<file path="src/rtl/qspi_flash_reader.sv">
// qspi_flash_reader: word read engine behind the flash cache. Issues a Quad
// Output Fast Read (serial command/address on IO0, 4-bit data), rebuilds
// 32-bit little-endian words and keeps streaming while the requester asks for
// consecutive words, without sending a new command.
module qspi_flash_reader #(
  parameter logic [7:0]  READ_COMMAND   = 8'h6B,
  parameter int unsigned DUMMY_CYCLES   = 8,
  parameter int unsigned CS_HIGH_CYCLES = 4
) (
  input  logic        clk,
  input  logic        rst,
  input  logic [23:0] dataRequest_address,
  input  logic        dataRequest_enable,
  output logic [31:0] dataRequest_data,
  output logic        dataRequest_dataValid,
  output logic        flash_csb,
  output logic        flash_sck,
  output logic [3:0]  flash_io_out,
  output logic [3:0]  flash_io_oe,
  input  logic [3:0]  flash_io_in
);

  localparam logic [7:0] DUMMY_LAST = 8'(DUMMY_CYCLES - 1);
  localparam logic [7:0] HOLD_LAST  = 8'(CS_HIGH_CYCLES - 1);

  typedef enum logic [2:0] {
    S_IDLE, S_CMD, S_ADDR, S_DUMMY, S_DATA, S_VALID, S_DECIDE, S_HOLD
  } state_t;

  state_t      state_q;
  logic [7:0]  cnt_q;      // SCK periods in CMD/ADDR/DUMMY/DATA, clk cycles in HOLD
  logic [21:0] addr_q;     // word address of the word currently being read
  logic [30:0] sh_q;       // command/address bits still to be sent on IO0
  logic [31:0] word_q;     // nibbles collected so far for the current word
  logic [31:0] data_q;
  logic        valid_q;
  logic        csb_q;
  logic        sck_q;
  logic [3:0]  io_out_q;
  logic [3:0]  io_oe_q;

  logic [21:0] next_word_d;
  logic        cont_d;
  logic [4:0]  nib_pos_d;
  logic [31:0] word_d;

  // Byte address bits [1:0] are forced to zero on the bus and never used.
  logic unused_addr_lsbs;
  assign unused_addr_lsbs = ^dataRequest_address[1:0];

  // Continuation test and placement of the incoming nibble in the word.
  always_comb begin
    next_word_d = addr_q + 22'd1;
    cont_d      = dataRequest_enable
                  && (dataRequest_address[23:2] == next_word_d)
                  && (addr_q != 22'h3FFFFF);
    // Nibble k lands in byte k/2; even k is the high nibble.
    nib_pos_d   = {cnt_q[2:1], ~cnt_q[0], 2'b00};
    word_d      = word_q;
    word_d[nib_pos_d +: 4] = flash_io_in;
  end

  // Transaction FSM; every pad and handshake output is a register.
  always_ff @(posedge clk or negedge rst) begin
    if (!rst) begin
      state_q  <= S_IDLE;
      cnt_q    <= '0;
      addr_q   <= '0;
      sh_q     <= '0;
      word_q   <= '0;
      data_q   <= '0;
      valid_q  <= 1'b0;
      csb_q    <= 1'b1;
      sck_q    <= 1'b0;
      io_out_q <= 4'b0000;
      io_oe_q  <= 4'b0000;
    end else begin
      valid_q <= 1'b0;
      case (state_q)
        S_IDLE: begin
          csb_q    <= 1'b1;
          sck_q    <= 1'b0;
          io_out_q <= 4'b0000;
          io_oe_q  <= 4'b0000;
          if (dataRequest_enable) begin
            addr_q   <= dataRequest_address[23:2];
            // First command bit goes out with CS; the rest wait in sh_q.
            io_out_q <= {3'b000, READ_COMMAND[7]};
            sh_q     <= {READ_COMMAND[6:0], dataRequest_address[23:2], 2'b00};
            io_oe_q  <= 4'b0001;
            csb_q    <= 1'b0;
            cnt_q    <= '0;
            state_q  <= S_CMD;
          end
        end

        S_CMD, S_ADDR, S_DUMMY, S_DATA: begin
          if (!dataRequest_enable) begin
            // Abort: release the flash, no word is delivered.
            state_q  <= S_HOLD;
            cnt_q    <= '0;
            csb_q    <= 1'b1;
            sck_q    <= 1'b0;
            io_out_q <= 4'b0000;
            io_oe_q  <= 4'b0000;
          end else if (!sck_q) begin
            sck_q <= 1'b1;
          end else begin
            // End of the high phase: SCK falls, outputs advance, input sampled.
            sck_q <= 1'b0;
            cnt_q <= cnt_q + 8'd1;
            case (state_q)
              S_CMD, S_ADDR: begin
                if (cnt_q == 8'd31) begin
                  state_q  <= S_DUMMY;
                  cnt_q    <= '0;
                  io_out_q <= 4'b0000;
                  io_oe_q  <= 4'b0000;
                end else begin
                  io_out_q <= {3'b000, sh_q[30]};
                  sh_q     <= {sh_q[29:0], 1'b0};
                  if (cnt_q == 8'd7) state_q <= S_ADDR;
                end
              end
              S_DUMMY: begin
                if (cnt_q == DUMMY_LAST) begin
                  state_q <= S_DATA;
                  cnt_q   <= '0;
                end
              end
              default: begin
                word_q <= word_d;
                if (cnt_q == 8'd7) begin
                  data_q  <= word_d;
                  valid_q <= 1'b1;
                  state_q <= S_VALID;
                  cnt_q   <= '0;
                end
              end
            endcase
          end
        end

        S_VALID: state_q <= S_DECIDE;

        S_DECIDE: begin
          if (cont_d) begin
            // The flash keeps streaming the next bytes; just clock them in.
            addr_q  <= dataRequest_address[23:2];
            cnt_q   <= '0;
            state_q <= S_DATA;
          end else begin
            cnt_q   <= '0;
            csb_q   <= 1'b1;
            state_q <= S_HOLD;
          end
        end

        S_HOLD: begin
          csb_q <= 1'b1;
          sck_q <= 1'b0;
          if (cnt_q == HOLD_LAST) state_q <= S_IDLE;
          else cnt_q <= cnt_q + 8'd1;
        end

        default: state_q <= S_IDLE;
      endcase
    end
  end

  assign dataRequest_data      = data_q;
  assign dataRequest_dataValid = valid_q;
  assign flash_csb             = csb_q;
  assign flash_sck             = sck_q;
  assign flash_io_out          = io_out_q;
  assign flash_io_oe           = io_oe_q;

endmodule
</file>
<file path="config.mk">
export PLATFORM = sky130hd
export DESIGN_NAME = qspi_flash_reader
export DESIGN_NICKNAME = d
export VERILOG_FILES = /design/src/rtl/qspi_flash_reader.sv
export SDC_FILE = /design/constraint.sdc
export NUM_CORES = 1
export LEC_CHECK = 0
export ABC_AREA = 1
export CORE_ASPECT_RATIO = 1.1
export CORE_MARGIN = 2
export CORE_UTILIZATION = 52
export CTS_CLUSTER_SIZE = 40
export DETAILED_ROUTE_END_ITERATION = 10
export PLACE_DENSITY = 0.74
export SLEW_MARGIN = 20
export SYNTH_ARGS = -nofsm -noshare
export SYNTH_HDL_FRONTEND = slang
export SYNTH_SLANG_ARGS = --single-unit
</file>
<file path="constraint.sdc">
create_clock -name clk -period 1.89 [get_ports clk]
set_input_delay 0.2835 -clock clk [delete_from_list [all_inputs] [get_ports clk]]
set_output_delay 0.2835 -clock clk [all_outputs]
set_load 0.05 [all_outputs]
</file>
==> key figures, run 1 <==
Status
  • Status: finished with violations
  • Violated checks: negative setup slack

Synth
  • Yosys reg bits: ~130
  • Area leader, netlist: dfrtp_1
  • Total number of yosys warnings: 0
  • Fraction of registers with async set/reset: 1.00
  • Syn_area_per_cell: between 7 and 8 µm²
  • Top cells by area, synth: dfrtp_1 (47%), nand2_1 (20%), nand3_1 (4.8%), o21ai_0 (4.5%), inv_1 (4.5%)
  • Netlist Area Pre-Place: roughly 7000 µm²
  • Cells after Synth: 956
  • Distinct cells, synth: 37
  • Share of the synthesized area in the top cell type: 0.465
  • Post-synth EDFFs: 0
  • Ys flop type: dfrtp_1
  • Post-synthesis sequential area ratio: 0.469

Timing
  • Unrepaired setup endpoints after global routing: yes
  • Final worst slack: -0.304 ns
  • Slew @ Worst Pin: roughly 0.56 ns
  • Max-slew headroom: 0.625
  • Final Cycle Share: 1.16
  • Post-route setup TNS: -6.66 ns
  • Hold_ws: 0.392 ns
  • Final setup fails: 25
  • Fin Clk Skew: slightly below 0.008 ns
  • Final min period: around 2.2 ns
  • Maximum clock rate: roughly 0.46 GHz
  • Hold Fails Final Rpt: 0
  • Pins Over Slew Limit: 0

Critical path
  • Setup crit end kind: flip-flop
  • Critical Path RT: roughly 2.2 ns
  • Capturing point of the worst reg2reg path: addr_q[4]
  • CP Cell Sequence: buf_4 -> inv_1 -> nor2_4 -> nand2_1 -> nor2_2 -> nand2_1 -> nand2_1 -> nand2_1 -> clkinv_1 -> nand3_1 -> nor2_2 -> nand3_2 -> nand2_4 -> nand2_8 -> nand2_1 -> nand2_1
  • Critical Path Source Type: flip-flop
  • Arrival @ worst endpoint: between 2 and 3 ns
  • R2r setup slk: -0.30 ns
  • Delay-heaviest family, CP: simple AND/OR/NAND/NOR gates
  • Reg2reg start: addr_q[0]
  • Worst Path Buf+Inv: 3
  • R2R cell count: 16
  • Largest fanout on the critical path: 22
  • CP most frequent cell: nand2_1
  • Critical Path Slowest Stage Cell: dfrtp_1
  • CP Class: reg2reg
  • Worst path max stage delay: 0.39 ns

Pwr
  • Switching Fraction: 0.404
  • Logic gate share of total power: 0.466
  • Cell Int Power: approximately 0.0083 W
  • Maximum VDD drop: between 0.8 and 0.9 mV
  • Leak: 5.24 nW
  • Sequential Power Share: 0.289
  • Switching power: 0.00565 W
  • Pwr dens: 1450 nW/µm²
  • Clock share of power: 0.245

Clocking
  • CTS Sinks: between 100 and 150
  • Clock Tree Root: clkbuf_16
  • TritonCTS buffer count: 17
  • CTS tree: yes
  • Clock tree buffer depth: 2
  • H-tree levels: 4
  • Clk_lat worst skew: roughly 0.42 ns
  • Clock transition at path regs: approximately 0.06 ns

Finish
  • Area Growth Syn to Fin: 37.8%
  • Design area: between 9000 and 10000 µm²
  • Commonest non-fill, non-tap cell in the layout: nand2_1
  • Layout cells sized above 1: 0.200
  • Antenna Cells: 0
  • NumNets Final: between 1000 and 1500
  • Fillcell total: slightly below 1000
  • Most frequent cells in the layout: nand2_1 (365), dfrtp_1 (130), buf_4 (98)

Route
  • Drt first pass iters: 6
  • Wire length per cell: about 14 µm
  • Remaining DRCs: 0
  • DRT iter0 DRCs: 447
  • Routed via count: ~6800
  • Post-Route WL: 18.7 mm
  • Antenna viol nets, final: 0
  • Vias per cell: 5.23

GRT
  • Vias in the first global route: ~6400
  • GR Util All Layers: 0.257
  • Largest net degree at the start of global routing: a little under 60
  • GR Overflow Total: 0
  • Initial antenna violation count: 0
  • Global-route wire length before repair: 29.5 mm

Die
  • Die X: ~110 µm
  • Num rows: 44
  • Core area: 13200 µm²
  • DIE AREA: ~14000 µm²
  • Initial Util: 0.531
  • Ports: 74
  • Vert. Die Dim: ~130 µm

Min path
  • Worst hold path type: in2async

Placed design
  • GPL Wtd Cong: ~0.97
  • DP Area: 8530 µm²
  • IO Port Bufs: 65
  • Post-DP HPWL: 12.3 mm

Flow run
  • Max_cap viols: 0
## stage by stage
step / utilization / power [W] / setup WS, ns / std cells
4_1_cts: 0.705 / 0.0133 / -0.277 / 1286
6_report: 0.733 / 0.0140 / -0.304 / 1293
2_1_floorplan: - / 0.00754 / -0.162 / 961
5_1_grt: 0.733 / 0.0149 / -0.439 / 1293
3_3_place_gp: 0.649 / 0.00943 / -0.370 / 1252
3_5_place_dp: 0.649 / 0.00958 / -0.453 / 1252
## layer usage
metal  wire, µm  global-route usage  vias to the layer above
li1           -                   -                     3369
met1       7820               0.335                     3147
met4        344              0.0954                        0
met3       1030              0.0525                       32
met5          0                   0                        -
met2       9460               0.425                      209
## Yosys cell counts, types with 2 or more instances
cell type	count
buf_4	6
nand3_1	67
o211ai_1	10
nand2_4	3
buf_2	6
dfrtp_1	130
buf_1	3
clkinv_1	3
nor2_4	2
nand4_1	11
ha_1	4
nor2_2	4
nor3_1	8
xnor2_1	8
nor2_1	66
o21a_1	17
clkbuf_1	18
o21ai_1	15
o21bai_1	3
a21oi_1	22
xor2_1	5
nand2_1	381
o31ai_1	2
o21ai_0	63
buf_6	4
inv_1	84
## logic make-up after synthesis
| family | Yosys count | share of synthesized area |
|---|---|---|
| AND/OR/NAND/NOR | 546 | 0.321 |
| flip-flops | 131 | 0.469 |
| buffers and inverters | 125 | 0.0757 |
| other | 1 | 0.000536 |
| adder cells (fa/ha/maj) | 4 | 0.00716 |
| AO/OA/AOI/OAI | 136 | 0.110 |
| XOR/XNOR | 13 | 0.0163 |
## final cells by class
cell class | instances | area, µm² | area share
Clock inverter | 14 | 180 | 0.0187
Sequential cell | 131 | 3280 | 0.340
Timing Repair Buffer | 176 | 1670 | 0.173
Clock buffer | 18 | 439 | 0.0456
Tap cell | 161 | 201 | 0.0209
Inverter | 88 | 337 | 0.0349
Multi-Input combinational cell | 705 | 3530 | 0.366
## power groups by stage
stage,clock (W),combinational (W),sequential (W)
after floorplan,0,0.00338,0.00416
after global placement,0,0.00540,0.00403
after detailed placement,0,0.00553,0.00406
after CTS,0.00347,0.00577,0.00403
after global routing,0.00359,0.00720,0.00413
final,0.00342,0.00653,0.00405
## worst max path at each step
stage	startpoint	endpoint	slack, ns	cells after the start
after floorplan	addr_q[0]	addr_q[2]	-0.16	17
after global placement	dataRequest_address[3]	addr_q[9]	-0.37	16
after detailed placement	dataRequest_address[7]	addr_q[20]	-0.45	16
after CTS	addr_q[1]	addr_q[4]	-0.28	14
after global routing	addr_q[0]	state_q[1]	-0.44	17
final	addr_q[0]	addr_q[4]	-0.30	16
## timing repair
item                                    4_1_cts  5_1_grt
endpoints found under the hold margin        50        0
gates cloned                                  0        3
endpoints found under the setup margin       35      151
pin swaps                                    12       17
hold buffers                                  1        0
buffers inserted                              2        4
gates resized for setup                      33      123
## state kept, by name, summed over array words and instances (netlist names)
name,count
flash_csb,1
dataRequest_data,32
sh_q,29
cnt_q,8
flash_sck,1
flash_io_out,1
dataRequest_dataValid,1
state_q,3
flash_io_oe,1
addr_q,22
word_q,32
Note: power is estimated with default switching activity, not from simulation.
==> inputs of run 2 (changes only) <==
--- a/config.mk
+++ b/config.mk
@@ -7,11 +7,12 @@
 export LEC_CHECK = 0
 export ABC_AREA = 1
 export CORE_ASPECT_RATIO = 1.1
-export CORE_MARGIN = 2
-export CORE_UTILIZATION = 52
+export CORE_MARGIN = 3
+export CORE_UTILIZATION = 58
 export CTS_CLUSTER_SIZE = 40
 export DETAILED_ROUTE_END_ITERATION = 10
-export PLACE_DENSITY = 0.74
+export DONT_BUFFER_PORTS = 1
+export PLACE_DENSITY = 0.73
 export SLEW_MARGIN = 20
 export SYNTH_ARGS = -nofsm -noshare
 export SYNTH_HDL_FRONTEND = slang
==> key figures, run 2 (synthesis results as in run 1) <==
GRT
  • GR Overflow Total: 0 (unchanged)
  • GR Util All Layers: 0.309 (+0.0525)
  • Vias in the first global route: 6872 (+8.1%)
  • Largest net degree at the start of global routing: 132 (+130%)
  • Global-route wire length before repair: 33.1 mm (+12%)
  • Initial antenna violation count: 0 (unchanged)

Die
  • Core area: 11600 µm² (-11%)
  • Die X: 111 µm (-3.4%)
  • Vert. Die Dim: 121 µm (-3.6%)
  • Num rows: 41 (-6.8%)
  • Ports: 74 (unchanged)
  • DIE AREA: 13400 µm² (-6.8%)
  • Initial Util: 0.601 (+0.0690)

Placed design
  • DP Cell Count: 1143 (-8.7%)
  • GPL Wtd Cong: 0.993 (+2.0%)
  • IO Port Bufs: 0 (-100%)
  • Post-DP HPWL: 12.4 mm (+1.1%)

Finish
  • Most frequent cells in the layout: nand2_1 (348), dfrtp_1 (127), inv_1 (77), buf_4 (77), nand3_1 (55)
  • Layout cells sized above 1: 0.274 (+0.0740)
  • Finished Layout Cells: 1228 (-5.0%)
  • Antenna Cells: 0 (unchanged)
  • Area Growth Syn to Fin: 38.6%
  • Commonest non-fill, non-tap cell in the layout: nand2_1
  • NumNets Final: 1100 (-4.7%)

Flow run
  • Max_cap viols: 0 (unchanged)

Route
  • Post-Route WL: 24.3 mm (+30%)
  • DRT iter0 DRCs: 805 (+80%)
  • Drt first pass iters: 5 (-1)
  • Remaining DRCs: 0 (unchanged)
  • Antenna viol nets, final: 0 (unchanged)
  • Wire length per cell: 19.8 µm (+37%)
  • Routed via count: 7310 (+8.2%)
  • Vias per cell: 5.95 (+14%)

Timing
  • Final worst slack: -0.320 ns (-0.0166 ns)
  • Slew @ Worst Pin: 0.539 ns (-0.0239 ns)
  • Hold Fails Final Rpt: 131 (+131)
  • Post-route setup TNS: -13.50 ns (-6.85 ns)
  • Hold_ws: -0.453 ns (-0.844 ns)
  • Final setup fails: 103 (+310%)
  • Final Cycle Share: 1.17 (+0.00878)
  • Maximum clock rate: 0.452 GHz (-0.75%)
  • Fin Clk Skew: 0.00740 ns (-0.000410 ns)
  • Final min period: 2.21 ns (+0.0166 ns)
  • Max-slew headroom: 0.641 (+0.0159)
  • Pins Over Slew Limit: 0 (unchanged)
  • Unrepaired setup endpoints after global routing: yes

Pwr
  • Logic gate share of total power: 0.497 (+0.031)
  • Switching power: 0.00649 W (+15%)
  • Maximum VDD drop: 0.862 mV (-0.15%)
  • Clock share of power: 0.226 (-0.019)
  • Sequential Power Share: 0.277 (-0.012)
  • Pwr dens: 1590 nW/µm² (+9.2%)
  • Cell Int Power: 0.00888 W (+6.4%)
  • Leak: 4.72 nW (-9.8%)
  • Switching Fraction: 0.422 (+0.0185)

Critical path
  • Critical Path RT: 2.21 ns (about the same)
  • Largest fanout on the critical path: 24 (+9.1%)
  • Critical Path Source Type: flip-flop
  • Arrival @ worst endpoint: 2.53 ns (+0.03 ns)
  • CP most frequent cell: nand2_1
  • Critical Path Slowest Stage Cell: dfrtp_1
  • Setup crit end kind: flip-flop
  • Worst path max stage delay: 0.38 ns (about the same)
  • CP Cell Sequence: buf_4 -> inv_1 -> nor2_4 -> nand2_1 -> buf_4 -> nand2_1 -> nand2_1 -> nand2_1 -> nor2_2 -> nand4_1 -> nor2_2 -> nand3_2 -> nand2_4 -> buf_12 -> nand2_1 -> nand2_1 -> nand2_1
  • CP Class: reg2reg
  • R2R cell count: 17 (+1)

Clocking
  • CTS Sinks: 131 (unchanged)
  • Clock transition at path regs: 0.06 ns (about the same)
  • CTS tree: yes
  • H-tree levels: 4 (unchanged)
  • TritonCTS buffer count: 17 (unchanged)
  • Clock tree buffer depth: 2 (unchanged)
  • Clk_lat worst skew: 0.43 ns (about the same)
  • Clock Tree Root: clkbuf_16

Status
  • Status: finished with violations
  • Violated checks: negative hold slack, negative setup slack

Min path
  • Worst hold path type: in2async
run 2: changes by cell type in the layout (fill, tap and decap cells not counted), sizes merged:
cell / change
inv: +2
dlygate4sd3: +6
buf: -1
dlygate4sd2: -5
clkinv: -2
clkdlybuf4s50: -32
dlymetal6s2s: -25
clkbuf: +4
clkinvlp: -1
run 2: final timing paths:
check | startpoint | slack, ns | to
worst max-delay path | addr_q[0] | -0.32 | state_q[1]
worst max register to register | addr_q[0] | -0.32 | state_q[1]
worst min register to register | word_q[12] | 0.49 | word_q[12]
worst min-delay path | rst | -0.45 | addr_q[8]
min in group clk | dataRequest_address[11] | 0 | addr_q[9]
max in group asynchronous | rst | 2.06 | flash_csb
run 2: area by class of cell:
class                           count  area (µm²)
Clock buffer                       19         433
Sequential cell                   131        3280
Multi-Input combinational cell    705        3940
Fill cell                         630        1960
Inverter                           88         354
Clock inverter                     13         175
Tap cell                          150         188
Timing Repair Buffer              122        1320
run 2: power groups by stage:
| stage | registers [W] | clock network, W | logic (W) |
|---|---|---|---|
| finish | 0.00426 | 0.00347 | 0.00764 |
| global route | 0.00432 | 0.00358 | 0.00815 |
| CTS | 0.00415 | 0.00342 | 0.00625 |
| detailed placement | 0.00417 | 0 | 0.00513 |
| global placement | 0.00414 | 0 | 0.00497 |
| floorplan | 0.00416 | 0 | 0.00338 |
run 2: metrics by stage:
step	total power (W)	setup slack [ns]	util	hold slack, ns	cell area [µm²]
final	0.0154	-0.320	0.832	-0.453	9690
after global routing	0.0161	-0.469	0.832	-0.460	9690
after CTS	0.0138	-0.279	0.770	-0.452	8970
after detailed placement	0.00930	-0.420	0.655	-0.00866	7630
after global placement	0.00910	-0.299	0.655	-0.00873	7630
after floorplan	0.00754	-0.162	-	-0.0121	7030
run 2: per-layer routing:
metal | track usage | vias up | part of all wire
met3 | 0.0728 | 122 | 0.079
met2 | 0.560 | 437 | 0.51
met1 | 0.346 | 3485 | 0.35
met4 | 0.141 | 0 | 0.056
met5 | 0 | - | 0
li1 | - | 3266 | -
run 2: worst max-delay path, delay by kind of cell (launching register included):
kind / cells / cell delay [ns]
buf+inv: 4 / 0.56
simple gates: 13 / 1.15
flops: 1 / 0.38
run 2: timing repair:
item	in CTS	in global routing
cloned	9	5
endpoints found under the setup margin	84	127
hold buffers	6	1
pin swaps	15	53
buffers inserted	21	22
endpoints found under the hold margin	137	132
gates resized for setup	96	174
